## src/rtl/mem_io_pkg.sv

```systemverilog
// Shared types and defaults for the CPU memory/IO bridge.
// Decode results classify each IO word index as output, input, button or unmapped.
package mem_io_pkg;

  localparam logic [31:0] IO_BASE_DEFAULT = 32'hFFFF_FC00;
  localparam int          BTN_IDX_DEFAULT = 15;

  typedef logic [3:0] io_idx_t;

  typedef enum logic [1:0] {
    IO_NONE,
    IO_OUT,
    IO_IN,
    IO_BTN
  } io_kind_e;

endpackage

```

## src/rtl/mem_io_bridge_btn_event_capture.sv

```systemverilog
// Button synchroniser, rising-edge detector and sticky pending bits.
// A clear and a new edge in the same cycle leave the bit set.
module btn_event_capture #(
  parameter int N_BTN = 4
) (
  input  logic             clk,
  input  logic             rst_n,
  input  logic [N_BTN-1:0] btn_in,
  input  logic [N_BTN-1:0] clr,
  output logic [N_BTN-1:0] pending
);

  logic [N_BTN-1:0] s1_reg;
  logic [N_BTN-1:0] s2_reg;
  logic [N_BTN-1:0] hist_reg;
  logic [N_BTN-1:0] pending_reg;
  logic [N_BTN-1:0] pending_next;
  logic [N_BTN-1:0] rise;

  assign rise         = s2_reg & ~hist_reg;
  assign pending_next = (pending_reg & ~clr) | rise;
  assign pending      = pending_reg;

  always_ff @(posedge clk or negedge rst_n) begin
    if (!rst_n) begin
      s1_reg      <= '0;
      s2_reg      <= '0;
      hist_reg    <= '0;
      pending_reg <= '0;
    end else begin
      s1_reg      <= btn_in;
      s2_reg      <= s1_reg;
      hist_reg    <= s2_reg;
      pending_reg <= pending_next;
    end
  end

endmodule

```

## src/rtl/mem_io_bridge.sv

```systemverilog
// Memory/IO bridge for the single-cycle core: address decode, read-data steering,
// peripheral output registers, synchronised inputs and button events.
module mem_io_bridge
  import mem_io_pkg::*;
#(
  parameter int          N_OUT   = 4,
  parameter int          OUT_W   = 16,
  parameter logic [31:0] OUT_RST = '0,
  parameter int          N_IN    = 4,
  parameter int          IN_W    = 16,
  parameter int          N_BTN   = 4,
  parameter logic [31:0] IO_BASE = IO_BASE_DEFAULT,
  parameter int          BTN_IDX = BTN_IDX_DEFAULT
) (
  input  logic                   clk,
  input  logic                   rst_n,
  input  logic                   mem_read,
  input  logic                   mem_write,
  input  logic                   io_read,
  input  logic                   io_write,
  input  logic [31:0]            addr_in,
  input  logic [31:0]            m_rdata,
  input  logic [31:0]            r_rdata,
  input  logic [N_IN*IN_W-1:0]   in_data,
  input  logic [N_BTN-1:0]       btn_in,
  output logic [31:0]            addr_out,
  output logic [31:0]            m_wdata,
  output logic                   m_we,
  output logic [31:0]            r_wdata,
  output logic [N_OUT*OUT_W-1:0] out_data,
  output logic [N_OUT-1:0]       out_we,
  output logic [N_BTN-1:0]       btn_pending,
  output logic                   bus_err
);

  if (N_OUT > BTN_IDX) begin : g_bad_n_out
    $error("N_OUT must not exceed BTN_IDX");
  end
  if (N_IN > BTN_IDX) begin : g_bad_n_in
    $error("N_IN must not exceed BTN_IDX");
  end
  if (OUT_W > 32 || IN_W > 32 || N_BTN > 32) begin : g_bad_width
    $error("OUT_W, IN_W and N_BTN must be at most 32");
  end
  if (BTN_IDX > 15) begin : g_bad_btn_idx
    $error("BTN_IDX must fit the 4-bit word index");
  end

  logic                 io_hit;
  logic                 mem_acc;
  logic                 io_rd;
  logic                 io_wr;
  io_idx_t              idx;
  io_kind_e             kind;
  logic [N_IN*IN_W-1:0] in_s1_reg;
  logic [N_IN*IN_W-1:0] in_s2_reg;
  logic [N_BTN-1:0]     btn_clr;
  logic                 bus_err_reg;

  assign io_hit  = (addr_in[31:10] == IO_BASE[31:10]);
  assign idx     = addr_in[5:2];
  // Any memory strobe suppresses the IO side entirely.
  assign mem_acc = mem_read | mem_write;
  assign io_rd   = io_read & io_hit & ~mem_acc;
  assign io_wr   = io_write & io_hit & ~mem_acc;

  assign addr_out = addr_in;
  assign m_wdata  = r_rdata;
  assign m_we     = mem_write;

  always_comb begin
    kind = IO_NONE;
    if (idx == io_idx_t'(BTN_IDX))
      kind = IO_BTN;
    else if (io_wr && int'(idx) < N_OUT)
      kind = IO_OUT;
    else if (io_rd && int'(idx) < N_IN)
      kind = IO_IN;
  end

  always_comb begin
    r_wdata = '0;
    if (mem_read) begin
      r_wdata = m_rdata;
    end else if (io_rd && kind == IO_IN) begin
      for (int k = 0; k < N_IN; k++) begin
        if (int'(idx) == k)
          r_wdata[IN_W-1:0] = in_s2_reg[k*IN_W +: IN_W];
      end
    end else if (io_rd && kind == IO_BTN) begin
      r_wdata[N_BTN-1:0] = btn_pending;
    end
  end

  always_comb begin
    btn_clr = '0;
    if (io_rd && kind == IO_BTN)
      btn_clr = {N_BTN{1'b1}};
    else if (io_wr && kind == IO_BTN)
      btn_clr = r_rdata[N_BTN-1:0];
  end

  always_ff @(posedge clk or negedge rst_n) begin
    if (!rst_n) begin
      in_s1_reg   <= '0;
      in_s2_reg   <= '0;
      bus_err_reg <= 1'b0;
    end else begin
      in_s1_reg   <= in_data;
      in_s2_reg   <= in_s1_reg;
      bus_err_reg <= (io_rd | io_wr) && kind == IO_NONE;
    end
  end

  assign bus_err = bus_err_reg;

  for (genvar gi = 0; gi < N_OUT; gi++) begin : g_out
    logic [OUT_W-1:0] data_reg;
    logic             we_reg;

    always_ff @(posedge clk or negedge rst_n) begin
      if (!rst_n) begin
        data_reg <= OUT_RST[OUT_W-1:0];
        we_reg   <= 1'b0;
      end else begin
        we_reg <= 1'b0;
        if (kind == IO_OUT && int'(idx) == gi) begin
          data_reg <= r_rdata[OUT_W-1:0];
          we_reg   <= 1'b1;
        end
      end
    end

    assign out_data[gi*OUT_W +: OUT_W] = data_reg;
    assign out_we[gi]                  = we_reg;
  end

  btn_event_capture #(
    .N_BTN(N_BTN)
  ) u_btn (
    .clk    (clk),
    .rst_n  (rst_n),
    .btn_in (btn_in),
    .clr    (btn_clr),
    .pending(btn_pending)
  );

endmodule

```

## config.mk

```make
export PLATFORM = sky130hd
export DESIGN_NAME = mem_io_bridge
export DESIGN_NICKNAME = d
export VERILOG_FILES = /design/src/rtl/mem_io_pkg.sv /design/src/rtl/mem_io_bridge_btn_event_capture.sv /design/src/rtl/mem_io_bridge.sv
export SDC_FILE = /design/constraint.sdc
export NUM_CORES = 1
export LEC_CHECK = 0
export CAP_MARGIN = 20
export CORE_UTILIZATION = 45
export DETAILED_ROUTE_END_ITERATION = 8
export PLACE_DENSITY = 0.83
export SYNTH_ARGS = -nofsm -noshare
export SYNTH_HDL_FRONTEND = slang
export SYNTH_SLANG_ARGS = --single-unit
```

## constraint.sdc

```tcl
create_clock -name clk -period 3.8 [get_ports clk]
set_input_delay 0.57 -clock clk [delete_from_list [all_inputs] [get_ports clk]]
set_output_delay 0.57 -clock clk [all_outputs]
set_load 0.005 [all_outputs]
```

Yosys cells after proc, flatten, opt, wreduce, memory -nomap -nowiden
Index checks and enable logic that the tools add are counted.
W data, S select, Z words.
{"block": "totals", "reg_bits": 213, "input_bits": 170, "out_inout_bits": 170, "word_cells": 66}
{"block": "op_classes", "order_cmp": 1, "n_eq_ne": 8, "muxes": 18, "n_bitwise": 12, "n_reduce_logical": 12}
{"cell": "$mux W16", "count": 6}
{"cell": "$eq A22 B22 Y1 const B", "count": 1}
{"cell": "$mux W4", "count": 4}
{"cell": "$mux W12", "count": 1}
{"cell": "$logic_and A1 B1 Y1", "count": 10}
{"cell": "$and A4 B4 Y4", "count": 2}
{"cell": "$eq A4 B3 Y1 const B", "count": 2}
{"cell": "$not A4 Y4", "count": 2}
{"cell": "$mux W2", "count": 3}
{"cell": "$and A1 B1 Y1", "count": 4}
{"cell": "$eq A2 B2 Y1 const B", "count": 2}
{"cell": "$eq A4 B2 Y1 const B", "count": 1}
{"cell": "$eq A4 B4 Y1 const B", "count": 1}
{"cell": "$logic_not A4 Y1", "count": 1}
{"cell": "$lt A4 B3 Y1 const B", "count": 1}
{"cell": "$mux W1", "count": 4}
{"cell": "$or A4 B4 Y4", "count": 1}
{"cell": "$eq A2 B1 Y1 const B", "count": 1}
{"cell": "$logic_not A2 Y1", "count": 1}
{"cell": "$or A1 B1 Y1", "count": 2}
{"cell": "$not A1 Y1", "count": 1}

Logic depth before layout (Yosys ltp)
Gate-level depths: netlist of run 1.
{"block": "logic_depth", "word_depth": 14, "ltp_mapped": 7, "depth_no_buf": 4}

Cells and area by module
Synthesis of run 1 repeated with hierarchy kept, for this count alone.
{"block": "unflattened", "cells_unflattened": 519, "hier_area_um2": 7743.7}
{"module": "mem_io_bridge", "instances": 1, "cells_each": 491, "area_per_inst_um2": 7263.2, "seq_area_each_um2": 4929.7}
{"module": "btn_event_capture", "instances": 1, "cells_each": 28, "area_per_inst_um2": 480.5, "seq_area_each_um2": 400.4}

Least setup slack after synthesis of run 1
OpenSTA, ideal clock, no wires.
{"block": "synth_timing", "kind": "input to output", "start": "in addr_in[2]", "end": "out r_wdata[10]", "t_arrival_ns": 1.951, "required_time_ns": 3.230, "path_slack_ns": 1.279, "path_stages": 5, "path_buffers": 2, "path_cell_list": "buf_1 > clkbuf_1 > mux2_2 > o22ai_1 > o21ai_0"}
{"block": "synth_between", "elab_chain_len": 9, "word_cells_on_any_way": 19, "cone_classes": "order compare (1); eq/ne (5); mux (9); reduce/logical (4)"}
{"item": "start: declaration", "line_no": "mem_io_bridge.sv:21", "source": "input logic [31:0] addr_in,"}
{"item": "$lt A4 B3 Y1", "line_no": "mem_io_bridge.sv:75, mem_io_bridge.sv:77"}
{"item": "$logic_and A1 B1 Y1", "line_no": "mem_io_bridge.sv:77", "source": "else if (io_rd && int'(idx) < N_IN)"}
{"item": "$mux W2", "line_no": "mem_io_bridge.sv:77"}
{"item": "$mux W2", "line_no": "mem_io_bridge.sv:75", "source": "else if (io_wr && int'(idx) < N_OUT)"}
{"item": "$mux W2", "line_no": "mem_io_bridge.sv:73", "source": "if (idx == io_idx_t'(BTN_IDX))"}
{"item": "$eq A2 B2 Y1", "line_no": "mem_io_bridge.sv:85", "source": "end else if (io_rd && kind == IO_IN) begin"}
{"item": "$logic_and A1 B1 Y1", "line_no": "mem_io_bridge.sv:85"}
{"item": "$mux W12 (*)", "line_no": "mem_io_bridge.sv:85"}
{"item": "$mux W16 (*)", "line_no": "mem_io_bridge.sv:83", "source": "if (mem_read) begin"}
{"item": "end: declaration", "line_no": "mem_io_bridge.sv:29", "source": "output logic [31:0] r_wdata,"}
Every way passes the cells marked *; elsewhere a longest branch is shown, timed or not.

Final worst setup path of run 1
{"block": "layout_timing", "start": "in addr_in[31]", "end": "out r_wdata[3]"}
{"block": "layout_between", "elab_chain_len": 12, "word_cells_on_any_way": 17, "cone_classes": "eq/ne (3); mux (6); bitwise (4); reduce/logical (4)"}
{"item": "$eq A22 B22 Y1 (*)", "line_no": "mem_io_bridge.sv:60", "source": "assign io_hit = (addr_in[31:10] == IO_BASE[31:10]);"}
{"item": "$and A1 B1 Y1 (2 in series)", "line_no": "mem_io_bridge.sv:64", "source": "assign io_rd = io_read & io_hit & ~mem_acc;"}
{"item": "$logic_and A1 B1 Y1", "line_no": "mem_io_bridge.sv:77"}
{"item": "$mux W2", "line_no": "mem_io_bridge.sv:77"}
{"item": "$mux W2", "line_no": "mem_io_bridge.sv:75"}
{"item": "$mux W2", "line_no": "mem_io_bridge.sv:73"}
{"item": "$eq A2 B2 Y1", "line_no": "mem_io_bridge.sv:90", "source": "end else if (io_rd && kind == IO_BTN) begin"}
{"item": "$logic_and A1 B1 Y1", "line_no": "mem_io_bridge.sv:90"}
{"item": "$mux W4", "line_no": "mem_io_bridge.sv:90"}
{"item": "$mux W4 (*)", "line_no": "mem_io_bridge.sv:85"}
{"item": "$mux W16 (*)", "line_no": "mem_io_bridge.sv:83"}
Marks and branches as above.

==> results.tsv, run 1 <==
stage	metric	value	unit
place	DPL Wire Length	15.0	mm
floorplanning	DIE WIDTH	133	um
sta	final hold viol count	0	
detailed_routing	DR vias/cell	4.97	
worst_setup_path	CP Data Arrival Time	2.71	ns
layout	layout cells sized above 1	18.4	%
logic_synthesis	Synth top cells by count	213 x dfrtp_1, 75 x mux2_2, 70 x buf_4	
cts	cts hold-fix bufs	0	
global_route	grt ovf	0	
worst_setup_path	Crit Reg-Reg Endpoint	u_btn.pending[2]$_DFF_PN0_	
detailed_routing	WL/cell	19.9	um
worst_setup_path	Bufs and invs on worst path	3	
layout	Layout area overhead	44.7	%
logic_synthesis	post-synth cell types	34	
logic_synthesis	syn nets	681	
worst_setup_path	CP cell instances	clkdlybuf4s50_1 > nand4_1 > nor4_2 > buf_4 > nand4_1 > o221ai_1 > clkdlybuf4s50_1	
logic_synthesis	async set or reset register ratio after synthesis	100	%
cts	CTS H-tree depth	1	
sta	Fmax	0.305	GHz
logic_synthesis	syn_area_per_cell	15.1	um^2
logic_synthesis	Ys Warns	0	
sta	Setup TNS	0	ns
worst_setup_path	R2R cell count	2	
cts	TritonCTS Sinks	213	
detailed_routing	highest metal used	met4	
logic_synthesis	Post-Syn Instances	511	
global_route	first-pass GRT wire length	30.4	mm
global_route	initial antenna violation count	0	
cts	post-CTS sizing	0	
logic_synthesis	Post-synth EDFFs	0	
sta	worst slew pin tran	0.905	ns
power	total power density per cell area	431	nW/um^2
logic_synthesis	leading area contributor after synthesis	dfrtp_1	
place	port bufs	295	
worst_setup_path	reg2reg start	u_btn.pending[2]$_DFF_PN0_	
worst_hold_path	worst min path class	in -> async	
power	Leak	5.00	nW
sta	Slew Limit Fails	0	
logic_synthesis	ys flop type	dfrtp_1	
logic_synthesis	#FFs+latches synth	213	
worst_setup_path	Worst EP required	3.23	ns
detailed_routing	drt total wl	19.7	mm
layout	Layout Nets	928	
sta	Final Skew	0.0177	ns
worst_setup_path	critical path's top delay family	buffers and inverters	
sta	RSZ-0062 raised after global routing	false	
detailed_routing	DRT iter0 DRCs	141	
detailed_routing	DRT met1 WL	6.98	mm
logic_synthesis	post-synth top area share	69.1	%
outcome	status	finished, final reports clean	
cts	root buf cell	clkbuf_16	
cts	setup bufs post-CTS	0	
floorplanning	starting density of the core	46.4	%
sta	fin crit period	3.28	ns
floorplanning	die area	17700	um^2
sta	period utilization	86.4	%
place	RePlAce Congestion	0.817	
worst_setup_path	worst-path fanout max	6	
worst_setup_path	Critical Path Start Type	input port	
layout	ant diodes	0	
cts	clock slew seen by the registers of the worst setup and hold paths	0.06	ns
floorplanning	core footprint	16600	um^2
worst_setup_path	Reg2Reg Setup Slack	2.94	ns
floorplanning	IO Pins	340	
cts	CTS tree	done	
worst_setup_path	max incr delay on CP	0.55	ns
logic_synthesis	cell with the most instances after synthesis	dfrtp_1	
global_route	largest net degree at the start of global routing	120	
worst_setup_path	crit end category	output port	
cts	CTS Buffer Depth	3	
detailed_routing	met3 WL	1.35	mm
power	worst vdd ir	362	uV
job	max-cap violation count	0	
global_route	GRT Total Usage	22.8	%
cts	total CTS buffers	22	
cts	Clk Latency, worst-skew pair	0.50	ns
detailed_routing	via count	4917	
detailed_routing	Routed Antenna Nets	0	
detailed_routing	DRC	0	
sta	# setup viols final	0	
sta	max_slew headroom	39.6	%
global_route	vias in the first global route	5432	
layout	fin util	67.1	%
detailed_routing	First-pass DRT Iterations	6	
floorplanning	Die H	133	um
floorplanning	row count	47	
worst_setup_path	critical path class	in -> out	
worst_setup_path	CP max-delay cell	clkdlybuf4s50_1	
logic_synthesis	top post-synthesis cells by area	dfrtp_1 69%, mux2_2 11%, buf_4 6.8%, mux2_4 1.8%, mux4_2 1.8%	
detailed_routing	met2 WL	10.8	mm
logic_synthesis	sequential cell area fraction in the yosys report	69.1	%
power	total power	0.00481	W
logic_synthesis	mapped cell area	7720	um^2
## cells by family (layout without fill, tap and decap cells)
group	after synthesis	in the layout	synth area share (%)
simple gates	71	71	5.19
compound gates	31	31	2.59
mux	90	90	14.4
buf+inv	106	365	8.69
flops	213	213	69.1
## final cells by class
type                       instances  area (um^2)
inverter                          21         78.8
clock inverter                     5         67.6
sequential                       213         5330
fill                            1117         5480
timing repair buffer             308         3060
tap                              220          275
multi-input combinational        192         1720
clock buffer                      31          634
## layout by cell type, fill, tap and decap left out, types with 5 or more instances in the layout
| cell | count |
|---|---|
| clkdlybuf4s50_1 | 293 |
| o22ai_1 | 10 |
| nand4_1 | 11 |
| inv_1 | 21 |
| clkbuf_16 | 22 |
| mux2_4 | 9 |
| buf_4 | 12 |
| clkbuf_8 | 6 |
| mux4_2 | 6 |
| o21ai_0 | 12 |
| and2_1 | 16 |
| nand2_1 | 19 |
| dfrtp_1 | 213 |
| nor3_1 | 6 |
| nor2_1 | 5 |
| mux2_2 | 75 |
## report_power, final
group / total, W / internal, W / switching, W
clock: 0.00204 / 0.00123 / 0.000816
sequential: 0.00237 / 0.00234 / 0.0000216
combinational: 0.000397 / 0.000245 / 0.000152
total: 0.00481 / 0.00382 / 0.000990
## worst reg2reg max path, stage by stage, from the launching register on
cell and delay, ns:
dfrtp_1 0.40, inv_1 0.06, o32ai_1 0.30
## metrics by stage
stage	cell area, um^2	hold WS [ns]	std cells	setup slack, ns
6_report	11200	0.221	990	0.518
5_1_grt	11200	0.276	990	0.304
4_1_cts	11200	0.246	990	0.480
3_5_place_dp	10500	0.335	954	0.482
3_3_place_gp	10500	0.332	954	0.528
2_1_floorplan	7720	0.274	511	1.28
## layer usage
metal | vias to the layer above | global-route usage (%)
li1 | 2171 | -
met1 | 2451 | 25.4
met2 | 251 | 42.3
met3 | 44 | 4.94
met4 | 0 | 8.43
met5 | - | 0
## how the worst max path moves through the flow
stage,endpoint,from,slack [ns],cells past startpoint
floorplan,r_wdata[10],addr_in[2],1.28,5
global placement,r_wdata[0],addr_in[27],0.53,7
detailed placement,r_wdata[1],addr_in[13],0.48,7
CTS,r_wdata[1],addr_in[13],0.48,7
global route,r_wdata[1],addr_in[10],0.30,7
finish,r_wdata[3],addr_in[31],0.52,7
(Power assumes the default switching activity.)
==> run 2, diff against run 1 <==
CORE_ASPECT_RATIO = 1.4   (was not set)
CORE_UTILIZATION = 40   (was 45)
GPL_ROUTABILITY_DRIVEN = 0   (was not set)
PLACE_DENSITY = 0.75   (was 0.83)
SLEW_MARGIN = 20   (was not set)
==> run 2 against run 1 <==
  * Global-route usage down 1.3 points
  * Clock skew is 0.0093 ns lower
  * Routed wire length grew 6.2%
  * Clock power rose by 8%
  * First-iteration DRC count is 50% higher
  * Via count decreased by 1.1%
  * Register-to-register slack is essentially flat
  * Cell area is 0.57% higher
  * Sequential power about the same
  * Final cell count grew 2.2%
  * Sequential cell count stayed put
==> results.tsv, run 2 (same netlist as run 1, synthesis figures left out) <==
stage	metric	value	unit	change
detailed_routing	DR vias/cell	4.81		-3.2%
outcome	status	finished, final reports clean		
sta	final hold viol count	0		unchanged
cts	setup bufs post-CTS	0		unchanged
cts	CTS H-tree depth	1		unchanged
floorplanning	die area	19900	um^2	+12%
worst_setup_path	CP Data Arrival Time	2.87	ns	+0.16 ns
worst_setup_path	R2R cell count	2		unchanged
sta	Fmax	0.291	GHz	-4.5%
worst_setup_path	crit end category	output port		
sta	period utilization	90.4	%	+4.0 points
layout	Layout Nets	924		-0.43%
detailed_routing	met2 WL	11.6	mm	+7.3%
floorplanning	IO Pins	340		unchanged
floorplanning	Die H	166	um	+25%
worst_setup_path	critical path class	in -> out		
layout	ant diodes	0		unchanged
place	Placed Area	10500	um^2	+0.14%
detailed_routing	DRT met1 WL	6.76	mm	-3.2%
worst_hold_path	worst min path class	in -> async		
layout	post-route cell area	11200	um^2	+0.57%
sta	# setup viols final	0		unchanged
detailed_routing	DRT iter0 DRCs	212		+50%
layout	Layout area overhead	45.5	%	
global_route	GRT Total Usage	21.5	%	-1.3 points
detailed_routing	WL/cell	20.7	um	+3.9%
worst_setup_path	Critical Path Start Type	input port		
cts	Clk Latency, worst-skew pair	0.48	ns	-0.02 ns
floorplanning	row count	59		+26%
floorplanning	starting density of the core	41.2	%	-5.2 points
cts	CTS tree	done		
detailed_routing	via count	4865		-1.1%
layout	layout cells sized above 1	18.8	%	+0.31 points
detailed_routing	Routed Antenna Nets	0		unchanged
floorplanning	DIE WIDTH	119	um	-10%
sta	worst slew pin tran	0.871	ns	-0.0348 ns
detailed_routing	DRC	0		unchanged
sta	Setup TNS	0	ns	unchanged
worst_setup_path	worst-path fanout max	16		+10
cts	root buf cell	clkbuf_16		
place	port bufs	295		unchanged
power	worst vdd ir	391	uV	+8.2%
cts	clock slew seen by the registers of the worst setup and hold paths	0.06	ns	about the same
place	DPL Wire Length	15.7	mm	+5.1%
sta	max_slew headroom	42.0	%	+2.3 points
sta	RSZ-0062 raised after global routing	false		
global_route	vias in the first global route	5430		-0.037%
detailed_routing	drt total wl	20.9	mm	+6.2%
cts	total CTS buffers	20		-9.1%
sta	fin crit period	3.44	ns	+0.154 ns
global_route	largest net degree at the start of global routing	115		-4.2%
worst_setup_path	CP cell instances	clkdlybuf4s50_1 > nand4_1 > nor4_2 > buf_4 > nand4_1 > buf_4 > o221ai_1 > clkdlybuf4s50_1		
global_route	first-pass GRT wire length	31.6	mm	+3.7%
sta	Slew Limit Fails	0		unchanged
worst_setup_path	Worst EP required	3.23	ns	about the same
sta	Final Skew	0.00831	ns	-0.00934 ns
layout	highest-count cells in the layout ignoring fill and taps	293 x clkdlybuf4s50_1, 213 x dfrtp_1, 75 x mux2_2, 21 x inv_1, 21 x clkbuf_16		
detailed_routing	highest metal used	met4		
worst_setup_path	Bufs and invs on worst path	4		+1
worst_setup_path	reg2reg start	u_btn.pending[3]$_DFF_PN0_		
worst_setup_path	Crit Reg-Reg Endpoint	u_btn.pending[3]$_DFF_PN0_		
power	Leak	5.02	nW	+0.40%
layout	most common cell after layout, fill and taps aside	clkdlybuf4s50_1		
floorplanning	core footprint	18800	um^2	+13%
cts	CTS Buffer Depth	3		unchanged
worst_setup_path	Reg2Reg Setup Slack	2.95	ns	about the same
worst_setup_path	CP max-delay cell	clkdlybuf4s50_1		
cts	TritonCTS Sinks	213		unchanged
global_route	initial antenna violation count	0		unchanged
global_route	grt ovf	0		unchanged
cts	cts hold-fix bufs	0		unchanged
worst_setup_path	critical path's top delay family	buffers and inverters		
worst_setup_path	max incr delay on CP	0.56	ns	about the same
cts	post-CTS sizing	0		unchanged
power	total power density per cell area	442	nW/um^2	+2.6%
detailed_routing	met3 WL	1.93	mm	+43%
job	max-cap violation count	0		unchanged
detailed_routing	First-pass DRT Iterations	4		-2
[run 2: changes by cell type in the layout (fill, tap and decap cells not counted)]
cell,before,now
clkbuf_16,22,21
clkinv_2,1,4
buf_4,12,10
bufinv_16,1,4
clkinv_8,1,0
clkbuf_1,4,0
[run 2: cell type report]
type                    instances  area (um^2)
inverters                      21         78.8
clock buffers                  26          594
flip-flops and latches        213         5330
well taps                     244          305
repair buffers                306         3050
clock inverters                10          156
fillers                      1442         7520
multi-input cells             192         1720
[run 2: through the flow]
stage | hold WS (ns) | total power [W] | cells | util, % | worst slack [ns]
5_1_grt | 0.291 | 0.00515 | 1012 | 59.9 | 0.253
3_5_place_dp | 0.335 | 0.00281 | 976 | 55.9 | 0.377
6_report | 0.215 | 0.00496 | 1012 | 59.9 | 0.364
3_3_place_gp | 0.332 | 0.00280 | 976 | 55.9 | 0.455
2_1_floorplan | 0.274 | 0.00253 | 511 | - | 1.28
4_1_cts | 0.247 | 0.00502 | 1012 | 59.9 | 0.334
[run 2: worst max-delay path by stage]
stage                           start     endpoint  depth (start not counted)
final                     addr_in[29]   r_wdata[0]                          8
after global routing      addr_in[29]   r_wdata[0]                          8
after CTS                 addr_in[29]   r_wdata[0]                          8
after detailed placement  addr_in[29]   r_wdata[0]                          8
after global placement    addr_in[29]   r_wdata[0]                          8
after floorplan            addr_in[2]  r_wdata[10]                          5
[run 2: routing by layer]
layer	up-vias	global-route usage, %
met5	-	0
met4	0	8.32
met3	42	6.63
met2	229	40.9
met1	2436	21.3
li1	2158	-
[run 2: power by group]
part | internal, W | switching, W
combinational | 0.000245 | 0.000156
sequential | 0.00234 | 0.0000196
clock | 0.00138 | 0.000821
total | 0.00396 | 0.000996
==> run 3, diff against run 2 <==
CAP_MARGIN = not set   (was 20)
==> results of run 3 <==
No change in the layout: final DEF, timing and power equal those of run 2.
